==> src/rtl/cordic_seq_if.sv <==
`default_nettype none
// ============================================================================
// Module   : cordic_seq_if
// Brief    : Host-side handshake and operand/result bundle for cordic_seq.
//            CORDIC_VECTORING_EN adds the mode_i select.
// Revision : 1.0
// ============================================================================
interface cordic_seq_if #(
    parameter int WIDTH = 16
);
    logic             start_i;
    logic [WIDTH-1:0] x_i;
    logic [WIDTH-1:0] y_i;
    logic [WIDTH-1:0] z_i;
`ifdef CORDIC_VECTORING_EN
    logic             mode_i;
`endif
    logic             busy_o;
    logic             done_o;
    logic [WIDTH-1:0] x_o;
    logic [WIDTH-1:0] y_o;
    logic [WIDTH-1:0] z_o;

`ifdef CORDIC_VECTORING_EN
    modport master (
        output start_i, x_i, y_i, z_i, mode_i,
        input  busy_o, done_o, x_o, y_o, z_o
    );
    modport slave (
        input  start_i, x_i, y_i, z_i, mode_i,
        output busy_o, done_o, x_o, y_o, z_o
    );
`else
    modport master (
        output start_i, x_i, y_i, z_i,
        input  busy_o, done_o, x_o, y_o, z_o
    );
    modport slave (
        input  start_i, x_i, y_i, z_i,
        output busy_o, done_o, x_o, y_o, z_o
    );
`endif
endinterface
`default_nettype wire

==> src/rtl/cordic_seq.sv <==
`default_nettype none
// ============================================================================
// Module   : cordic_seq (with helper sum_sel)
// Brief    : Iterative CORDIC sequencer, one micro-rotation per clock.
//            CORDIC_VECTORING_EN enables the vectoring mode via mode_i.
// Revision : 1.0
// ============================================================================
module sum_sel #(
    parameter int WIDTH = 16
) (
    input  logic [WIDTH-1:0] i_a,
    input  logic [WIDTH-1:0] i_b,
    input  logic             i_add,
    output logic [WIDTH-1:0] o_sum
);
    assign o_sum = i_add ? (i_a + i_b) : (i_a - i_b);
endmodule

module cordic_seq #(
    parameter int WIDTH      = 16,
    parameter int ITERATIONS = 14
) (
    input  logic        clk_i,
    input  logic        rst_i,
    cordic_seq_if.slave bus
);
    localparam int c_cnt_w     = $clog2(ITERATIONS + 1);
    localparam int c_rom_depth = 1 << c_cnt_w;

    if (ITERATIONS < 1 || ITERATIONS > WIDTH - 1) begin : g_bad_iterations
        $error("cordic_seq: ITERATIONS must lie in 1..WIDTH-1");
    end

    // atan(2^-i) in radians; beyond i=14 the cubic Taylor term is exact to double precision.
    function automatic real atan_pow2(input int idx);
        real t;
        t = 1.0;
        for (int k = 0; k < idx; k++) t = t / 2.0;
        case (idx)
            0:       atan_pow2 = 0.7853981633974483;
            1:       atan_pow2 = 0.4636476090008061;
            2:       atan_pow2 = 0.24497866312686414;
            3:       atan_pow2 = 0.12435499454676144;
            4:       atan_pow2 = 0.06241880999595735;
            5:       atan_pow2 = 0.031239833430268277;
            6:       atan_pow2 = 0.015623728620476831;
            7:       atan_pow2 = 0.007812341060101111;
            8:       atan_pow2 = 0.0039062301319669718;
            9:       atan_pow2 = 0.0019531225164788188;
            10:      atan_pow2 = 0.0009765621895593195;
            11:      atan_pow2 = 0.0004882812111948983;
            12:      atan_pow2 = 0.00024414062014936177;
            13:      atan_pow2 = 0.00012207031189367021;
            14:      atan_pow2 = 0.00006103515617420877;
            default: atan_pow2 = t - (t * t * t) / 3.0;
        endcase
    endfunction

    function automatic logic [WIDTH-1:0] atan_fixed(input int idx);
        real scale;
        scale = 1.0;
        for (int k = 0; k < WIDTH - 3; k++) scale = scale * 2.0;
        atan_fixed = WIDTH'($rtoi(atan_pow2(idx) * scale + 0.5));
    endfunction

    logic [WIDTH-1:0] w_atan_rom [c_rom_depth];

    for (genvar g = 0; g < c_rom_depth; g++) begin : g_atan_rom
        if (g < ITERATIONS) begin : g_used
            assign w_atan_rom[g] = atan_fixed(g);
        end else begin : g_unused
            assign w_atan_rom[g] = '0;
        end
    end

    typedef enum logic [1:0] {
        ST_IDLE = 2'd0,
        ST_RUN  = 2'd1,
        ST_DONE = 2'd2
    } state_t;

    state_t               r_state;
    state_t               w_state_next;
    logic [c_cnt_w-1:0]   r_iter;
    logic [WIDTH-1:0]     r_x;
    logic [WIDTH-1:0]     r_y;
    logic [WIDTH-1:0]     r_z;
    logic [WIDTH-1:0]     r_x_o;
    logic [WIDTH-1:0]     r_y_o;
    logic [WIDTH-1:0]     r_z_o;
    logic                 w_load;
    logic                 w_last;
    logic                 w_dir;
    logic [WIDTH-1:0]     w_x_shift;
    logic [WIDTH-1:0]     w_y_shift;
    logic [WIDTH-1:0]     w_x_next;
    logic [WIDTH-1:0]     w_y_next;
    logic [WIDTH-1:0]     w_z_next;

`ifdef CORDIC_VECTORING_EN
    logic r_mode;
    // Vectoring steers y toward zero; rotation steers z toward zero.
    assign w_dir = r_mode ? ~r_y[WIDTH-1] : r_z[WIDTH-1];
`else
    assign w_dir = r_z[WIDTH-1];
`endif

    assign w_last    = (r_iter == c_cnt_w'(ITERATIONS - 1));
    assign w_x_shift = $unsigned($signed(r_x) >>> r_iter);
    assign w_y_shift = $unsigned($signed(r_y) >>> r_iter);

    sum_sel #(.WIDTH(WIDTH)) u_sum_x (
        .i_a   (r_x),
        .i_b   (w_y_shift),
        .i_add (w_dir),
        .o_sum (w_x_next)
    );

    sum_sel #(.WIDTH(WIDTH)) u_sum_y (
        .i_a   (r_y),
        .i_b   (w_x_shift),
        .i_add (~w_dir),
        .o_sum (w_y_next)
    );

    sum_sel #(.WIDTH(WIDTH)) u_sum_z (
        .i_a   (r_z),
        .i_b   (w_atan_rom[r_iter]),
        .i_add (w_dir),
        .o_sum (w_z_next)
    );

    always_comb begin
        w_state_next = r_state;
        w_load       = 1'b0;
        case (r_state)
            ST_IDLE: begin
                if (bus.start_i) begin
                    w_load       = 1'b1;
                    w_state_next = ST_RUN;
                end
            end
            ST_RUN: begin
                if (w_last) w_state_next = ST_DONE;
            end
            ST_DONE: begin
                if (bus.start_i) begin
                    w_load       = 1'b1;
                    w_state_next = ST_RUN;
                end else begin
                    w_state_next = ST_IDLE;
                end
            end
            default: w_state_next = ST_IDLE;
        endcase
    end

    always_ff @(posedge clk_i) begin
        if (rst_i) begin
            r_state <= ST_IDLE;
            r_iter  <= '0;
            r_x     <= '0;
            r_y     <= '0;
            r_z     <= '0;
            r_x_o   <= '0;
            r_y_o   <= '0;
            r_z_o   <= '0;
`ifdef CORDIC_VECTORING_EN
            r_mode  <= 1'b0;
`endif
        end else begin
            r_state <= w_state_next;
            if (w_load) begin
                r_x    <= bus.x_i;
                r_y    <= bus.y_i;
                r_z    <= bus.z_i;
                r_iter <= '0;
`ifdef CORDIC_VECTORING_EN
                r_mode <= bus.mode_i;
`endif
            end else if (r_state == ST_RUN) begin
                r_x <= w_x_next;
                r_y <= w_y_next;
                r_z <= w_z_next;
                if (w_last) begin
                    r_iter <= '0;
                    r_x_o  <= w_x_next;
                    r_y_o  <= w_y_next;
                    r_z_o  <= w_z_next;
                end else begin
                    r_iter <= r_iter + c_cnt_w'(1);
                end
            end
        end
    end

    assign bus.busy_o = (r_state == ST_RUN);
    assign bus.done_o = (r_state == ST_DONE);
    assign bus.x_o    = r_x_o;
    assign bus.y_o    = r_y_o;
    assign bus.z_o    = r_z_o;
endmodule
`default_nettype wire

==> src/flat_wrapper.sv <==
// flat-port wrapper written by rule: the top's interface ports become plain ports
module cordic_seq_flat 
#(
    parameter int WIDTH      = 16,
    parameter int ITERATIONS = 14
)
  (clk_i, rst_i, bus_start_i, bus_x_i, bus_y_i, bus_z_i, bus_busy_o, bus_done_o, bus_x_o, bus_y_o, bus_z_o);
  cordic_seq_if #(.WIDTH(WIDTH)) bus_i ();
  input  logic clk_i;
  input  logic rst_i;
  input wire logic [$bits(bus_i.start_i)-1:0] bus_start_i;
  input wire logic [$bits(bus_i.x_i)-1:0] bus_x_i;
  input wire logic [$bits(bus_i.y_i)-1:0] bus_y_i;
  input wire logic [$bits(bus_i.z_i)-1:0] bus_z_i;
  output wire logic [$bits(bus_i.busy_o)-1:0] bus_busy_o;
  output wire logic [$bits(bus_i.done_o)-1:0] bus_done_o;
  output wire logic [$bits(bus_i.x_o)-1:0] bus_x_o;
  output wire logic [$bits(bus_i.y_o)-1:0] bus_y_o;
  output wire logic [$bits(bus_i.z_o)-1:0] bus_z_o;
  assign bus_i.start_i = bus_start_i;
  assign bus_i.x_i = bus_x_i;
  assign bus_i.y_i = bus_y_i;
  assign bus_i.z_i = bus_z_i;
  assign bus_busy_o = bus_i.busy_o;
  assign bus_done_o = bus_i.done_o;
  assign bus_x_o = bus_i.x_o;
  assign bus_y_o = bus_i.y_o;
  assign bus_z_o = bus_i.z_o;
  cordic_seq #(.WIDTH(WIDTH), .ITERATIONS(ITERATIONS)) u_core (.clk_i(clk_i), .rst_i(rst_i), .bus(bus_i));
endmodule
==> config.mk <==
export PLATFORM = sky130hd
export DESIGN_NAME = cordic_seq_flat
export DESIGN_NICKNAME = d
export VERILOG_FILES = /design/src/rtl/cordic_seq_if.sv /design/src/rtl/cordic_seq.sv /design/src/flat_wrapper.sv
export SDC_FILE = /design/constraint.sdc
export NUM_CORES = 1
export LEC_CHECK = 0
export CORE_MARGIN = 2
export CORE_UTILIZATION = 40
export CTS_CLUSTER_DIAMETER = 40
export DETAILED_ROUTE_END_ITERATION = 10
export DONT_BUFFER_PORTS = 1
export SLEW_MARGIN = 0
export SYNTH_ARGS = -nofsm -noshare
export SYNTH_HDL_FRONTEND = slang
export SYNTH_SLANG_ARGS = --single-unit
==> constraint.sdc <==
create_clock -name clk_i -period 9.7 [get_ports clk_i]
set_input_delay 0.97 -clock clk_i [delete_from_list [all_inputs] [get_ports clk_i]]
set_output_delay 0.97 -clock clk_i [all_outputs]
set_load 0.02 [all_outputs]
After elaboration in Yosys (flattened, before gate mapping)
Memories as Yosys holds them, arrays and structs flattened.
Cells that the tools add are included.
Storage, ports and cells
  bits in registers: 102
  ROM bits: 256
  input bits: 51
  output and inout bits: 50
  logic and storage cells: 50
  memories: 1
Operators by class
  add/subtract/negate cells: 7
  order comparisons: 1
  eq/ne operators: 5
  shift-type cells: 2
  muxes and demuxes: 18
  bitwise gates (word level): 2
  reductions and logical operators: 6
Memories
  (no name shown): words 16, bits a word 16, read ports 1, clocked after memory_dff 0, wr ports 0, line cordic_seq.sv:128  | .i_b (w_atan_rom[r_iter]),
Operators by type and width (number)
  16-bit two-way mux: 11
  16-bit adder: 3
  16-bit subtractor: 3
  16-bit by 4-bit >>> shifter with 16-bit output: 2
  2-bit one-hot mux with 3 select lines: 1
  5-bit >= comparator (second input constant): 1
  4-bit inverter with 5-bit output: 1
  4-bit by 1-bit adder with 4-bit output (second input constant): 1
  4-bit equality test (second input constant): 1
  2-bit two-way mux: 2
  4-bit two-way mux: 1
  2-bit OR reduction: 2
  1-bit two-way mux: 3
  3-bit AND reduction: 1
  2-bit by 1-bit equality test with 1-bit output (second input constant): 1
  2-bit equality test (second input constant): 1
  2-bit zero test: 1
  2-bit by 1-bit != test with 1-bit output (second input constant): 1
  2-bit != test (second input constant): 1
  2-bit AND reduction: 1
  2-bit nonzero test: 1
  1-bit inverter: 1

Depth between registers and ports, before layout
  word-level depth: 8
  mapped depth: 23
  gate-level depth less buffers: 19

Hierarchy
From an unflattened synthesis, not the netlist that was laid out.
Second synthesis, totals
  cell total of the unflattened synthesis: 1121
  area, all modules: 9066.2 um2
Modules (own cells, without submodules)
  cordic_seq: times used 1, cells an instance 670, area each 5803.1 um2
  sum_sel at u_core.u_sum_y: times used 1, cells an instance 155, area each 1119.8 um2
  sum_sel at u_core.u_sum_x: times used 1, cells an instance 150, area each 1076.0 um2
  sum_sel at u_core.u_sum_z: times used 1, cells an instance 146, area each 1067.3 um2

Worst setup path before layout
OpenSTA, ideal clock, no wires.
  kind: reg-to-reg
  start: register u_core.r_iter[1]
  end: register u_core.r_z[14]
  library setup time: 115 ps
  arrival: 4705 ps
  slack: 4880 ps
  cell stages (with the launch flop): 20
  period minus slack after synthesis: 4820 ps
  cells stage by stage: dfxtp_1 -> buf_2 -> buf_2 -> buf_2 -> buf_2 -> inv_1 -> ha_1 -> mux2i_1 -> o21ai_0 -> or4b_1 -> nor3b_1 -> nor2_1 -> xor2_1 -> ha_1 -> a21oi_1 -> o31a_1 -> o21ai_0 -> o41ai_1 -> nor2_1 -> a2111oi_0
On the way
  cells in the longest elaborated chain, start to end: 8
  elaborated cells between the ends (all ways): 9
  classes of those cells: 2 x add/sub; 5 x mux; 1 x bitwise; 1 x memory
Ends and longest elaborated chain
  start, declared: line cordic_seq.sv:84  | logic [c_cnt_w-1:0] r_iter;
  start signal, assigned: line cordic_seq.sv:191  | r_iter <= r_iter + c_cnt_w'(1);
  4-bit inverter with 5-bit output (implied by the code) *: line cordic_seq.sv:128
  memory read 16 x 16 bit *
  16-bit two-way mux (implied by the code) * (2 in series): line cordic_seq.sv:128
  16-bit subtractor or 16-bit adder (tied branches): line cordic_seq.sv:16  | assign o_sum = i_add ? (i_a + i_b) : (i_a - i_b);
  16-bit two-way mux *: line cordic_seq.sv:16
  16-bit two-way mux *: line cordic_seq.sv:181  | end else if (r_state == ST_RUN) begin
  16-bit two-way mux *: line cordic_seq.sv:173  | if (w_load) begin
  end signal, assigned: line cordic_seq.sv:176  | r_z <= bus.z_i;
  end signal, assigned: line cordic_seq.sv:184  | r_z <= w_z_next;
  end, declared: line cordic_seq.sv:87  | logic [WIDTH-1:0] r_z;
Mark *: on every way between the ends. The rest lies on a longest branch, timed or not. The select of a mux whose other input is x is not followed.
A chain may end at the register's enable or synchronous reset.

Worst setup path in the final report
Same ends and word-level chain as after synthesis.

==> flow_summary_export.csv <==
group,metric,value,unit
run_status,status,"finished clean",
global_route,antenna_found_initial,0,
finish,layout-drive-gt1-share,7.428,%
clocking,numCtsBuffers,9,
detailed_routing,viasPerCell,6.064,
power_and_ir_drop,leakage,0.003525,uW
yosys,post_synth_inst_count,1155,
global_route,grt_use_total,22.72,%
detailed_routing,met1_length,13090,um
power_and_ir_drop,p_int,1126,uW
sta,rsz0062_at_grt,"false",
yosys,synth_nets,1270,
sta,worst_slew_pin_slew,1.021,ns
finish,nNetsFinal,1214,
sta,slew_viol_final,0,
finish,multi_input_area,0.006561,mm^2
finish,fillCellCount,2193,
worst_hold_path,holdCritPathClass,"reg2reg",
sta,max_clock_freq,0.1810,GHz
run,cap_violations,0,
detailed_routing,final_antenna_net_count,0,
floorplan,die_h,154.0,um
yosys,synth-edff-count,0,
place,portBuffers,0,
detailed_routing,top_layer,"met4",
critical_path,cp-end-kind,"flop",
finish,synthToLayoutAreaGrowth,5.239,%
yosys,ys_seq_area_share,22.68,%
sta,setup_viol,0,
yosys,synthArstFlopShare,0,%
floorplan,row_count,54,
floorplan,ios,101,
clocking,hold_buffers,0,
power_and_ir_drop,power_density,209.4,mW/mm^2
detailed_routing,wl_per_cell,19.49,um
critical_path,slowest_delay,0.63,ns
yosys,yosysMostFrequentCell,"nand2_1",
power_and_ir_drop,p_sw,858.7,uW
detailed_routing,first_pass_iters,5,
yosys,synth_seq_cells,102,
sta,setup_tns,0,ns
sta,period_share,56.95,%
floorplan,start_util,41.00,%
clocking,htree_levels,3,
clocking,postCtsSetupRepairBufs,0,
yosys,yosysTopAreaCellShare,22.68,%
critical_path,path_max_fanout,46,
yosys,syn_area,0.009004,mm^2
clocking,root_buffer,"clkbuf_16",
clocking,clock-sinks,102,
place,dp_hpwl,19450,um
critical_path,crit_path_cell_trace,"buf_4 > inv_1 > ha_1 > mux2i_1 > o21ai_0 > or4b_1 > nor3b_1 > nor2_1 > xor2_1 > ha_1 > a21oi_1 > o31a_1 > o21ai_0 > o41ai_1 > nor2_1 > a2111oi_0",
critical_path,worstPathArrival,5.78,ns
global_route,grt_pass1_vias,7715,
sta,setup_slack,4.175,ns
clocking,clkSlewWorstSetupHoldPaths,0.08,ns
detailed_routing,drcViolationCount,0,
yosys,yosys_warnings,0,
yosys,ys_top_cells_by_area,"dfxtp_1 23%, nand2_1 8.9%, ha_1 8.5%",
finish,diodes,0,
place,place_congestion,0.9348,
place,preCtsSetupSlack,4.236,ns
sta,hold_viol_final,0,
finish,final-seq-area,0.002044,mm^2
global_route,overflow,0,
power_and_ir_drop,p_comb_share,52.0,%
global_route,grt_max_degree,95,
yosys,synth_top_area_cell,"dfxtp_1",
critical_path,path_class,"reg2reg",
clocking,cts_resized,0,
sta,clock_skew,0.01526,ns
sta,final.min_clock_period,5.525,ns
yosys,synthFlopType,"dfxtp_1",
clocking,worstSkewPairLatency,0.37,ns
sta,relSlewSlack,31.71,%
yosys,ys_top_cells_by_count,"213 x nand2_1, 118 x a21oi_1, 104 x nor2_1",
critical_path,path_delay_family,"compound AO/OA/AOI/OAI gates",
critical_path,cp-start-kind,"flop",
detailed_routing,wl_met2,11300,um
floorplan,core_area,0.02196,mm^2
clocking,cts_tree,"done",
clocking,cts_buffer_depth,2,
detailed_routing,drt_wl_total,26980,um
critical_path,crit_slowest_cell,"or4b_1",
floorplan,die_w,154.0,um
critical_path,critPathBufInv,2,
global_route,grt_first_pass_wirelength,43330,um
finish,fin_cells,1384,
yosys,ys_types,69,
power_and_ir_drop,ir_drop,97.18,uV
power_and_ir_drop,swShare,43.27,%
detailed_routing,routed-wl-met3,2073,um
detailed_routing,vias,8393,
yosys,synth.avg_cell_area,7.795,um^2
place,post-place-cells,1368,
floorplan,dieArea,0.02373,mm^2
power_and_ir_drop,power_frac_clock,22.2,%
detailed_routing,drt_iter0_drc,737,
critical_path,required,9.95,ns
power_and_ir_drop,sequentialPowerShare,25.7,%
## power groups by stage
stage | registers (uW) | clock network (uW) | logic, uW
detailed placement | 518 | 0 | 1010
CTS | 509 | 449 | 1010
floorplan | 488 | 0 | 800
global placement | 518 | 0 | 1010
finish | 510 | 441 | 1030
global route | 518 | 461 | 1130
## routing by layer
layer	up-vias	global-route usage [%]
li1	4074	-
met3	39	4.622
met2	312	32.37
met1	3968	34.17
met4	0	6.898
met5	-	0
## logic make-up (layout without fill, tap and decap cells)
| logic type | count (synthesis) | in the layout | share of synthesized area [%] |
|---|---|---|---|
| simple gates | 435 | 435 | 21.36 |
| compound gates | 320 | 320 | 22.97 |
| flops | 102 | 102 | 22.68 |
| buf+inv | 102 | 51 | 4.697 |
| xor+xnor | 71 | 71 | 6.907 |
| fa+ha+maj | 64 | 64 | 9.144 |
| mux | 61 | 61 | 12.24 |
## per-stage QoR
step	util, %	total power, uW	area, um^2	hold WS, ns
floorplan	-	1288	9004	0.4406
global placement	41.57	1526	9129	0.4476
detailed placement	41.57	1524	9129	0.4699
CTS	43.15	1971	9475	0.4803
global route	43.15	2113	9475	0.4962
finish	43.15	1984	9475	0.4855
## area by class of cell
cell class | instances | share of cell area, %
Clock buffer | 9 | 2.377
Clock inverter | 7 | 1.281
Inverter | 24 | 0.9507
Multi-Input combinational cell | 951 | 69.25
Sequential cell | 102 | 21.58
Tap cell | 280 | 3.697
Timing Repair Buffer | 11 | 0.8715
## layout by cell type, fill, tap and decap left out, drive strengths merged, types with 19 or more instances in the layout
master / instances
nor3: 28
a311oi: 29
nor2: 104
mux4: 35
mux2i: 19
o21ai: 44
inv: 25
nand2: 213
dfxtp: 102
ha: 61
xor2: 26
xnor2: 45
a21oi: 118
## final timing paths
kind / start / end / slack (ns) / depth (start not counted)
worst max-delay path: u_core.r_iter[1] / u_core.r_z[14] / 4.18 / 16
worst min-delay path: u_core.r_z[0] / u_core.r_z[0] / 0.49 / 2
worst max register to register: u_core.r_iter[1] / u_core.r_z[14] / 4.18 / 16
worst min register to register: u_core.r_z[0] / u_core.r_z[0] / 0.49 / 2
## flip-flops by register name, summed over array words and instances (netlist names)
register / flops
u_core.bus.x_o: 16
u_core.bus.y_o: 16
u_core.bus.z_o: 16
u_core.r_x: 16
u_core.r_y: 16
u_core.r_z: 16
u_core.r_iter: 4
u_core.r_state: 2
## worst register-to-register path, cell delays in order (launching register included)
cell	delay (ns)
dfxtp_2	0.56
buf_4	0.55
inv_1	0.31
ha_1	0.46
mux2i_1	0.24
o21ai_0	0.12
or4b_1	0.63
nor3b_1	0.33
nor2_1	0.16
xor2_1	0.20
ha_1	0.35
a21oi_1	0.16
o31a_1	0.23
o21ai_0	0.12
o41ai_1	0.54
nor2_1	0.11
a2111oi_0	0.32
Power figures use the tool's default switching activity.
